<file path="src/rtl/mips_trace_buffer_pkg.sv">
// mips_trace_pkg
//   Shared definitions for the MIPS trace buffer: the capture FSM state
//   encoding, the packed trace record layout and a helper that builds a
//   record from the probe values.
package mips_trace_pkg;

  localparam int DATA_W  = 32;

  // Record layout, MSB to LSB: {pc, instr, mem_we, mem_addr, mem_wd}
  localparam int TRACE_W   = 129;
  localparam int DATA_LSB  = 0;
  localparam int ADDR_LSB  = 32;
  localparam int WE_BIT    = 64;
  localparam int INSTR_LSB = 65;
  localparam int PC_LSB    = 97;

  typedef enum logic [1:0] {
    TR_IDLE    = 2'd0,
    TR_ARMED   = 2'd1,
    TR_CAPTURE = 2'd2,
    TR_DONE    = 2'd3
  } tr_state_e;

  function automatic logic [TRACE_W-1:0] pack_record(
    input logic [DATA_W-1:0] pc,
    input logic [DATA_W-1:0] instr,
    input logic              we,
    input logic [DATA_W-1:0] addr,
    input logic [DATA_W-1:0] wd
  );
    return {pc, instr, we, addr, wd};
  endfunction

endpackage

</file>
<file path="src/rtl/mips_trace_buffer_if.sv">
// mips_trace_buffer_if
//   Bundles the per-cycle debug-core probes with the host read port.
//   slave  : the trace buffer (samples probes and rd_ready, drives rd_*)
//   master : the probe source / host side (drives probes and rd_ready)
interface mips_trace_buffer_if;
  import mips_trace_pkg::*;

  // probes from the debug core
  logic [DATA_W-1:0] pc;
  logic [DATA_W-1:0] instr;
  logic              mem_we;
  logic [DATA_W-1:0] mem_addr;
  logic [DATA_W-1:0] mem_wd;

  // first-word-fall-through read port
  logic              rd_valid;
  logic              rd_ready;
  logic [DATA_W-1:0] rd_pc;
  logic [DATA_W-1:0] rd_instr;
  logic              rd_we;
  logic [DATA_W-1:0] rd_addr;
  logic [DATA_W-1:0] rd_data;

  modport slave (
    input  pc, instr, mem_we, mem_addr, mem_wd, rd_ready,
    output rd_valid, rd_pc, rd_instr, rd_we, rd_addr, rd_data
  );

  modport master (
    output pc, instr, mem_we, mem_addr, mem_wd, rd_ready,
    input  rd_valid, rd_pc, rd_instr, rd_we, rd_addr, rd_data
  );

endinterface

</file>
<file path="src/rtl/mips_trace_buffer_trace_fifo.sv">
// trace_fifo
//   Synchronous first-word-fall-through FIFO, async active-low reset.
//   clk, rst      : clock, asynchronous active-low reset
//   flush         : empty the FIFO on the next edge (wins over push/pop)
//   push, din     : write request and data; ignored when full unless a pop
//                   happens in the same cycle
//   pop           : consume the head entry; ignored when empty
//   dout          : head entry, forced to zero while empty
//   full, empty   : occupancy flags
//   count         : occupancy, 0..DEPTH
module trace_fifo #(
  parameter int DEPTH = 16,
  parameter int WIDTH = 129
) (
  input  logic                     clk,
  input  logic                     rst,
  input  logic                     flush,
  input  logic                     push,
  input  logic [WIDTH-1:0]         din,
  input  logic                     pop,
  output logic [WIDTH-1:0]         dout,
  output logic                     full,
  output logic                     empty,
  output logic [$clog2(DEPTH):0]   count
);

  localparam int PTR_W = $clog2(DEPTH);
  localparam logic [PTR_W:0] FULL_CNT = (PTR_W + 1)'(DEPTH);

  logic [PTR_W-1:0] wr_ptr_q, wr_ptr_d;
  logic [PTR_W-1:0] rd_ptr_q, rd_ptr_d;
  logic [PTR_W:0]   count_q, count_d;
  logic [WIDTH-1:0] mem_q [DEPTH];
  logic             push_ok, pop_ok;

  assign full    = (count_q == FULL_CNT);
  assign empty   = (count_q == '0);
  assign count   = count_q;
  assign pop_ok  = pop && !empty;
  // A full FIFO still accepts a write when the head leaves on the same edge.
  assign push_ok = push && (!full || pop_ok);

  always_comb begin
    wr_ptr_d = wr_ptr_q;
    rd_ptr_d = rd_ptr_q;
    count_d  = count_q;
    if (flush) begin
      wr_ptr_d = '0;
      rd_ptr_d = '0;
      count_d  = '0;
    end else begin
      if (push_ok) wr_ptr_d = wr_ptr_q + 1'b1;
      if (pop_ok)  rd_ptr_d = rd_ptr_q + 1'b1;
      case ({push_ok, pop_ok})
        2'b10:   count_d = count_q + 1'b1;
        2'b01:   count_d = count_q - 1'b1;
        default: count_d = count_q;
      endcase
    end
  end

  always_ff @(posedge clk or negedge rst) begin
    if (!rst) begin
      wr_ptr_q <= '0;
      rd_ptr_q <= '0;
      count_q  <= '0;
    end else begin
      wr_ptr_q <= wr_ptr_d;
      rd_ptr_q <= rd_ptr_d;
      count_q  <= count_d;
    end
  end

  // Storage carries no reset; stale contents are hidden by the empty mask.
  always_ff @(posedge clk) begin
    if (push_ok && !flush) mem_q[wr_ptr_q] <= din;
  end

  assign dout = empty ? '0 : mem_q[rd_ptr_q];

endmodule

</file>
<file path="src/rtl/mips_trace_buffer.sv">
// mips_trace_buffer
//   Debug trace stage: arms on host request, triggers when the fetch PC hits
//   trig_pc, and records qualifying cycles into a FWFT FIFO drained by the host.
//   clk, rst            : clock, asynchronous active-low reset
//   arm, stop           : 1-cycle host pulses (arm flushes and wins over stop)
//   trig_pc, filter_mem : trigger address; capture stores only when set
//   bus (slave)         : probes in, rd_valid/rd_ready read port out
//   state, count        : FSM state, FIFO occupancy
//   overflow, drop_cnt  : sticky drop flag and saturating drop counter
module mips_trace_buffer
  import mips_trace_pkg::*;
#(
  parameter int DEPTH        = 16,
  parameter bit STOP_ON_FULL = 1'b1
) (
  input  logic                    clk,
  input  logic                    rst,
  input  logic                    arm,
  input  logic                    stop,
  input  logic [DATA_W-1:0]       trig_pc,
  input  logic                    filter_mem,
  mips_trace_buffer_if.slave      bus,
  output logic [1:0]              state,
  output logic [$clog2(DEPTH):0]  count,
  output logic                    overflow,
  output logic [15:0]             drop_cnt
);

  localparam int CNT_W = $clog2(DEPTH) + 1;
  localparam logic [CNT_W-1:0] LAST_CNT = CNT_W'(DEPTH - 1);

  tr_state_e        state_q, state_d;
  logic             overflow_q, overflow_d;
  logic [15:0]      drop_cnt_q, drop_cnt_d;

  logic             qual, trig_hit;
  logic             push, pop, flush;
  logic             fifo_full, fifo_empty;
  logic [CNT_W-1:0] fifo_count;
  logic [TRACE_W-1:0] rec_in, rec_out;

  assign qual     = filter_mem ? bus.mem_we : 1'b1;
  assign trig_hit = (bus.pc == trig_pc);
  assign pop      = !fifo_empty && bus.rd_ready;
  assign rec_in   = pack_record(bus.pc, bus.instr, bus.mem_we, bus.mem_addr, bus.mem_wd);

  always_comb begin
    state_d    = state_q;
    overflow_d = overflow_q;
    drop_cnt_d = drop_cnt_q;
    push       = 1'b0;
    flush      = 1'b0;
    if (arm) begin
      state_d    = TR_ARMED;
      flush      = 1'b1;
      overflow_d = 1'b0;
      drop_cnt_d = '0;
    end else if (stop) begin
      state_d = TR_IDLE;
    end else begin
      case (state_q)
        TR_ARMED: begin
          // The trigger cycle itself is recorded when it qualifies.
          if (trig_hit) begin
            state_d = TR_CAPTURE;
            push    = qual;
          end
        end
        TR_CAPTURE: push = qual;
        default:    ;
      endcase
      if (push && fifo_full && !pop) begin
        // No room and nothing leaving: the record is lost.
        overflow_d = 1'b1;
        if (drop_cnt_q != 16'hFFFF) drop_cnt_d = drop_cnt_q + 16'd1;
      end else if (STOP_ON_FULL && push && !pop && fifo_count == LAST_CNT) begin
        // Only a net-growing push can fill the FIFO; push+pop keeps capturing.
        state_d = TR_DONE;
      end
    end
  end

  always_ff @(posedge clk or negedge rst) begin
    if (!rst) begin
      state_q    <= TR_IDLE;
      overflow_q <= 1'b0;
      drop_cnt_q <= '0;
    end else begin
      state_q    <= state_d;
      overflow_q <= overflow_d;
      drop_cnt_q <= drop_cnt_d;
    end
  end

  trace_fifo #(
    .DEPTH (DEPTH),
    .WIDTH (TRACE_W)
  ) u_fifo (
    .clk   (clk),
    .rst   (rst),
    .flush (flush),
    .push  (push),
    .din   (rec_in),
    .pop   (pop),
    .dout  (rec_out),
    .full  (fifo_full),
    .empty (fifo_empty),
    .count (fifo_count)
  );

  // rec_out is already zero while empty, so rd_* read zero then.
  assign bus.rd_valid = !fifo_empty;
  assign bus.rd_pc    = rec_out[PC_LSB    +: DATA_W];
  assign bus.rd_instr = rec_out[INSTR_LSB +: DATA_W];
  assign bus.rd_we    = rec_out[WE_BIT];
  assign bus.rd_addr  = rec_out[ADDR_LSB  +: DATA_W];
  assign bus.rd_data  = rec_out[DATA_LSB  +: DATA_W];

  assign state    = state_q;
  assign count    = fifo_count;
  assign overflow = overflow_q;
  assign drop_cnt = drop_cnt_q;

endmodule

</file>
<file path="src/flat_wrapper.sv">
// flat-port wrapper written by rule: the top's interface ports become plain ports
module mips_trace_buffer_flat import mips_trace_pkg::*;
#(
  parameter int DEPTH        = 16,
  parameter bit STOP_ON_FULL = 1'b1
)
  (clk, rst, arm, stop, trig_pc, filter_mem, state, count, overflow, drop_cnt, bus_pc, bus_instr, bus_mem_we, bus_mem_addr, bus_mem_wd, bus_rd_ready, bus_rd_valid, bus_rd_pc, bus_rd_instr, bus_rd_we, bus_rd_addr, bus_rd_data);
  mips_trace_buffer_if bus_i ();
  input  logic clk;
  input  logic rst;
  input  logic arm;
  input  logic stop;
  input  logic [DATA_W-1:0] trig_pc;
  input  logic filter_mem;
  output logic [1:0] state;
  output logic [$clog2(DEPTH):0] count;
  output logic overflow;
  output logic [15:0] drop_cnt;
  input wire logic [$bits(bus_i.pc)-1:0] bus_pc;
  input wire logic [$bits(bus_i.instr)-1:0] bus_instr;
  input wire logic [$bits(bus_i.mem_we)-1:0] bus_mem_we;
  input wire logic [$bits(bus_i.mem_addr)-1:0] bus_mem_addr;
  input wire logic [$bits(bus_i.mem_wd)-1:0] bus_mem_wd;
  input wire logic [$bits(bus_i.rd_ready)-1:0] bus_rd_ready;
  output wire logic [$bits(bus_i.rd_valid)-1:0] bus_rd_valid;
  output wire logic [$bits(bus_i.rd_pc)-1:0] bus_rd_pc;
  output wire logic [$bits(bus_i.rd_instr)-1:0] bus_rd_instr;
  output wire logic [$bits(bus_i.rd_we)-1:0] bus_rd_we;
  output wire logic [$bits(bus_i.rd_addr)-1:0] bus_rd_addr;
  output wire logic [$bits(bus_i.rd_data)-1:0] bus_rd_data;
  assign bus_i.pc = bus_pc;
  assign bus_i.instr = bus_instr;
  assign bus_i.mem_we = bus_mem_we;
  assign bus_i.mem_addr = bus_mem_addr;
  assign bus_i.mem_wd = bus_mem_wd;
  assign bus_i.rd_ready = bus_rd_ready;
  assign bus_rd_valid = bus_i.rd_valid;
  assign bus_rd_pc = bus_i.rd_pc;
  assign bus_rd_instr = bus_i.rd_instr;
  assign bus_rd_we = bus_i.rd_we;
  assign bus_rd_addr = bus_i.rd_addr;
  assign bus_rd_data = bus_i.rd_data;
  mips_trace_buffer #(.DEPTH(DEPTH), .STOP_ON_FULL(STOP_ON_FULL)) u_core (.clk(clk), .rst(rst), .arm(arm), .stop(stop), .trig_pc(trig_pc), .filter_mem(filter_mem), .bus(bus_i), .state(state), .count(count), .overflow(overflow), .drop_cnt(drop_cnt));
endmodule
</file>
<file path="config.mk">
export PLATFORM = sky130hd
export DESIGN_NAME = mips_trace_buffer_flat
export DESIGN_NICKNAME = d
export VERILOG_FILES = /design/src/rtl/mips_trace_buffer_pkg.sv /design/src/rtl/mips_trace_buffer_if.sv /design/src/rtl/mips_trace_buffer_trace_fifo.sv /design/src/rtl/mips_trace_buffer.sv /design/src/flat_wrapper.sv
export SDC_FILE = /design/constraint.sdc
export NUM_CORES = 2
export LEC_CHECK = 0
export BUFFER_PORTS_ARGS = -buffer_cell sky130_fd_sc_hd__buf_2
export CORE_MARGIN = 5
export CORE_UTILIZATION = 55
export DETAILED_ROUTE_END_ITERATION = 8
export PLACE_DENSITY = 0.72
export SLEW_MARGIN = 5
export SYNTH_ARGS = -nofsm -noshare
export SYNTH_HDL_FRONTEND = slang
export SYNTH_HIERARCHICAL = 1
export SYNTH_SLANG_ARGS = --single-unit
</file>
<file path="constraint.sdc">
create_clock -name clk -period 17.6 [get_ports clk]
set_clock_uncertainty 0.2 [all_clocks]
set_input_delay 3.52 -clock clk [delete_from_list [all_inputs] [get_ports clk]]
set_output_delay 3.52 -clock clk [all_outputs]
set_load 0.005 [all_outputs]
</file>
---- Word level (Yosys, flattened, before mapping) ----
Memory sizes are Yosys's and may differ from the RTL's.
Index checks and enable logic that the tools add are counted.
word-level totals
  flip-flop bits (word level) ............. 32
  bits in writable memories ............... 2064
  input bits .............................. 167
  output and inout port bits .............. 154
  word-level logic and storage cells ...... 72
  memories ................................ 1
operators by class
  $add $sub $neg .......................... 5
  equality and inequality tests ........... 9
  multiplexer cells ....................... 30
  reductions and logical operators ........ 21
memory list
  memory               words  width  rd ports  clocked after memory_dff  wr ports  RTL line                            RTL
  u_core.u_fifo.mem_q  16     129    1         0                         1         mips_trace_buffer_trace_fifo.sv:33  logic [WIDTH-1:0] mem_q [DEPTH];
operators with widths
  cell                   count
  $mux 129               1
  $mux 16                4
  $eq 32x32->1           1
  $add 16x1->16 const B  1
  $mux 4                 4
  $ne 16x16->1 const B   1
  $mux 1                 12
  $mux 2                 6
  $pmux 5 s2             1
  $add 4x1->4 const B    2
  $logic_and 1x1->1      8
  $reduce_bool 2->1      4
  $add 5x1->5 const B    1
  $eq 5x4->1 const B     1
  $eq 5x5->1 const B     1
  $logic_not 5->1        1
  $mux 5                 1
  $sub 5x1->5 const B    1
  $eq 2x1->1 const B     2
  $eq 2x2->1 const B     2
  $logic_not 1->1        4
  $reduce_and 3->1       1
  $reduce_bool 3->1      1
  $ne 2x2->1 const B     1
  other kinds (3)        3

---- Logic depth before layout (Yosys ltp) ----
  depth after elaboration ................. 11
  gate-level depth with buffers ........... 14
  gate-level depth less buffers ........... 13

---- Modules after synthesis ----
The synthesis kept the hierarchy.
modules (own cells, without submodules)
  module             instances  cells each  area each (um^2)  sequential area each (um^2)
  trace_fifo         1          3268        78607.9           62304.8
  mips_trace_buffer  1          196         1727.9            475.5

---- Worst setup path before layout ----
No wires, ideal clock.
  kind .................................... input-to-reg
  start ................................... in trig_pc[24]
  end ..................................... mem u_core.u_fifo.mem_q[12][0] (enable)
  setup time .............................. 0.619 ns
  arrival time ............................ 10.983 ns
  required time ........................... 16.781 ns
  setup slack ............................. 5.797 ns
  cell stages on the path ................. 9
  buffers on the path ..................... 1
  cell sequence ........................... xnor2_1 -> nand4_1 -> nor3_1 -> a31oi_1 -> nor4b_1 -> clkbuf_1 -> a21boi_1 -> nand2_1 -> nor2_1
on the way
  word-level cells in the longest chain between the ends .. 11
RTL lines
  element                       RTL line                            RTL
  start, declared               flat_wrapper.sv:13                  input logic [DATA_W-1:0] trig_pc;
  $eq 32x32->1                  mips_trace_buffer.sv:43             assign trig_hit = (bus.pc == trig_pc);
  $mux 1                        mips_trace_buffer.sv:64             if (trig_hit) begin
  $pmux 1 s2                    mips_trace_buffer.sv:61             case (state_q)
  $mux 1                        mips_trace_buffer.sv:58             end else if (stop) begin
  $mux 1                        mips_trace_buffer.sv:53             if (arm) begin
  $mux 1                        mips_trace_buffer.sv:58
  $mux 1                        mips_trace_buffer.sv:53
  named net u_core.push         mips_trace_buffer.sv:37             logic push, pop, flush;
  $logic_and 1x1->1             mips_trace_buffer_trace_fifo.sv:41  assign push_ok = push && (!full || pop_ok);
  $logic_and 1x1->1             mips_trace_buffer_trace_fifo.sv:76  if (push_ok && !flush) mem_q[wr_ptr_q] <= din;
  $mux 1                        mips_trace_buffer_trace_fifo.sv:76
  $mux 1 (not written as such)  mips_trace_buffer_trace_fifo.sv:76
  end, declared                 mips_trace_buffer_trace_fifo.sv:33
The timed path passes the listed nets, and every way through them passes these cells. The select of a mux whose other input is x is not followed.

---- Worst setup path after layout ----
  start ................................... in bus_pc[26]
  end ..................................... mem u_core.u_fifo.mem_q[13][117] (enable)
on the way
  word-level cells in the longest chain between the ends .. 11
RTL lines
  element                       RTL line                            RTL
  start, declared               flat_wrapper.sv:19                  input wire logic [$bits(bus_i.pc)-1:0] bus_pc;
  $eq 32x32->1                  mips_trace_buffer.sv:43
  $mux 1                        mips_trace_buffer.sv:64
  $pmux 1 s2                    mips_trace_buffer.sv:61
  $mux 1                        mips_trace_buffer.sv:58
  $mux 1                        mips_trace_buffer.sv:53
  $mux 1                        mips_trace_buffer.sv:58
  $mux 1                        mips_trace_buffer.sv:53
  named net u_core.push         mips_trace_buffer.sv:37
  $logic_and 1x1->1             mips_trace_buffer_trace_fifo.sv:41
  $logic_and 1x1->1             mips_trace_buffer_trace_fifo.sv:76
  $mux 1                        mips_trace_buffer_trace_fifo.sv:76
  $mux 1 (not written as such)  mips_trace_buffer_trace_fifo.sv:76
The timed path passes the listed nets, and every way through them passes these cells. The select of a mux whose other input is x is not followed.

==> results.md <==
- Crit path top cell by count: buf_4
- Row cnt: 140
- Fmax achieved: 103 MHz
- PnR Total Power: 12000 uW
- Placer Congestion: 0.754
- Vias per inst: 6.28
- Clock-pin slew on the worst setup and hold paths: 0.05 ns
- Chip width: 392 um
- Seq/Total Area, Yosys: 78.1%
- Num ports: 321
- Initial antenna violation count: 42
- Hold_ws: about 0.34 ns
- Crit. End Element: flop
- Share of layout cells above drive strength 1: around 30%
- Fill cells: between 9000 and 10000
- Port Buffers: 320
- Yosys cell types: between 60 and 70
- Crit Path Category: in2reg
- H-tree levels: 4
- Arr. time, crit path: just under 10 ns
- FFs w/ async S/R, synth: approximately 1.5%
- Fin crit share: a little over half
- Clock Tree Buf Depth: 3
- Post-CTS Setup Bufs: 0
- GR Overflow Total: 0
- Synthesized area per cell: 23.2 um^2
- RSZ-0062 raised after global routing: false
- Resized Gates After CTS: 0
- CP peak stage delay: 0.96 ns
- HP Class: reg2reg
- Die Height: 392 um
- Cts bufs inserted: 200
- Area growth, synth to finish: 12.8%
- Min Tclk post-route: 9.67 ns
- First-pass GRT wire length: roughly 260 mm
- Fin. Hold Viols: 0
- Wire length per cell: 30.5 um
- Final ANT Viol Nets: 0
- Mapped Area: between 0.08 and 0.09 mm^2
- Post-Layout Cell Count: 5960
- Synthesized netlist cell count: 3464
- Hold Buf Count CTS: 0
- Slowest stage cell, crit path: buf_4
- Post-layout nets: 4036
- Power Dens Cells: 132 mW/mm^2
- Critical path required time: between 15 and 20 ns
- Worst IR Drop VDD: between 0.1 and 0.15 mV
- Setup TNS: 0 ns
- Drc violations: 0
- Outcome: completed
- DRT Pass-1 Iters: 5
- Crit Path Max Fanout: 55
- DIE AREA: 0.154 mm^2
- Slew margin rel.: 20.2%
- Routed via count: approximately 37000
- Tightest Pin Transition: 1.19 ns
- Final WL: 182 mm
- Vias in the first global route: 38700
- YS warnings: 6
- Sink Count: 2096
- Worst Setup Start Kind: primary input
- Number of instances in the placed design: 5572
- Primary FF master, synth: edfxtp_1
- Core ar.: between 0.1 and 0.15 mm^2
- GR Util All Layers: between 20% and 30%
- Yosys reg bits: 2096
- Setup-failing EPs final: 0
- Root buffer cell: clkbuf_16
- CTS tree: yes
- Largest net degree at the start of global routing: 152
- Final Core Density: 62.3%
- LEAKAGE: roughly 0.028 uW
- Post-Syn Nets: 3643
- Max Cap Viol: 0
- Post-synth EDFFs: 2064
- Initial DRC Count: 3430
- Final slew viol count: 0
- Clk_lat worst skew: 0.79 ns
- Starting Density: 55.3%
- Critical Path, Cell by Cell: buf_2 > xnor2_1 > nand3_1 > nor3_1 > a31oi_1 > nor4b_2 > buf_4 > a21boi_1 > nand2_1 > nor2_4 > buf_4 > buf_4
- Post-DP HPWL: around 96 mm
## synthesized netlist by cell type, types with 10 or more instances
| library cell | number | area share (%) |
|---|---|---|
| o21ai_1 | 33 | 0.21 |
| nor2b_1 | 13 | 0.10 |
| ha_1 | 11 | 0.17 |
| mux2i_1 | 189 | 2.4 |
| clkbuf_1 | 52 | 0.24 |
| a22oi_1 | 74 | 0.69 |
| nand4_1 | 15 | 0.12 |
| buf_1 | 33 | 0.15 |
| mux2_1 | 14 | 0.20 |
| nor2_1 | 53 | 0.25 |
| xnor2_1 | 34 | 0.37 |
| inv_1 | 20 | 0.093 |
| mux4_2 | 516 | 14 |
| o21ai_0 | 45 | 0.28 |
| nand3_1 | 16 | 0.10 |
| buf_2 | 88 | 0.55 |
| dfrtp_1 | 32 | 1.0 |
| a21oi_1 | 10 | 0.062 |
| nand2_1 | 17 | 0.079 |
| o22ai_1 | 56 | 0.44 |
| edfxtp_1 | 2064 | 77 |
## cell type report
class                           instances  area (um^2)  share of cell area [%]
Tap cell                             1917         2400                    2.65
Inverter                               20         75.1                  0.0829
Antenna cell                           19         47.5                  0.0525
Clock inverter                        122          995                    1.10
Clock buffer                          247         5290                    5.84
Multi-Input combinational cell       1166        16800                    18.5
Sequential cell                      2096        62800                    69.3
Timing Repair Buffer                  373         2190                    2.41
## kinds of logic after synthesis
logic type	share of synthesized area [%]
AO/OA/AOI/OAI	2.09
flip-flops	78.1
multiplexers	17.0
adder cells (fa/ha/maj)	0.196
AND/OR/NAND/NOR	0.958
buffers and inverters	1.14
XOR/XNOR	0.425
## per-stage QoR
stage / cell area [um^2] / worst slack (ns)
finish: 90600 / 7.93
global route: 90500 / 7.66
CTS: 90500 / 8.03
detailed placement: 84200 / 7.22
global placement: 84200 / 7.33
floorplan: 80300 / 5.80
## worst max-delay path: cells and delay by family
family	cells	cell delay, ns
AOI/OAI and AO/OA	2	0.76
buffers and inverters	4	2.28
and+or+nand+nor	5	2.41
xor gates and xnor gates	1	0.75
## sequential cells by signal (all words and copies together) (netlist names)
register and flops:
u_core/u_fifo/wr_ptr_q 4, u_core/u_fifo/count 5, u_core/overflow 1, u_core/u_fifo/rd_ptr_q 4, u_core/drop_cnt 16, u_core/u_fifo/mem_q 2064, u_core/state 2
## power by group
| group | total [uW] | internal (uW) | switching [uW] |
|---|---|---|---|
| sequential | 5540 | 5490 | 51.8 |
| combinational | 2330 | 1110 | 1220 |
| clock | 4120 | 2350 | 1770 |
## worst paths after layout
| path | from | end | slack, ns | cells past startpoint |
|---|---|---|---|---|
| min | u_core/overflow | u_core/overflow | 0.34 | 1 |
| max reg2reg | u_core/state[1] | u_core/u_fifo/mem_q[13][117] | 11.00 | 12 |
| max | bus_pc[26] | u_core/u_fifo/mem_q[13][117] | 7.93 | 12 |
| min in group asynchronous | rst | u_core/drop_cnt[13] | 2.62 | 1 |
| min reg2reg | u_core/overflow | u_core/overflow | 0.34 | 1 |
| max in group asynchronous | rst | u_core/u_fifo/rd_ptr_q[1] | 13.97 | 1 |
## cell usage in the layout, fill, tap and decap left out, types with 15 or more instances in the layout
cell type / netlist / routed
edfxtp_1: 2064 / 2064
mux4_2: 516 / 516
buf_2: 88 / 320
clkbuf_16: 0 / 205
mux2i_1: 189 / 189
a22oi_1: 74 / 74
o22ai_1: 56 / 56
clkinv_1: 0 / 51
o21ai_0: 45 / 45
clkbuf_1: 52 / 42
buf_4: 4 / 38
clkinv_2: 0 / 37
nor2_1: 53 / 37
xnor2_1: 34 / 34
o21ai_1: 33 / 33
dfrtp_1: 32 / 29
inv_1: 20 / 20
diode_2: 0 / 19
nand2_1: 17 / 17
nor2_4: 1 / 17
nand3_1: 16 / 16
bufinv_16: 0 / 15
nand4_1: 15 / 15
buf_12: 0 / 15
## per-layer routing
metal  wire [um]  vias to the layer above  GRT usage [%]
met5         116                        -              0
met4        4630                       20           6.65
met3       16700                      277           6.17
met2       89600                     1620           38.6
met1       70800                    19900           32.8
li1            -                    15600              -
(Power assumes the default switching activity.)
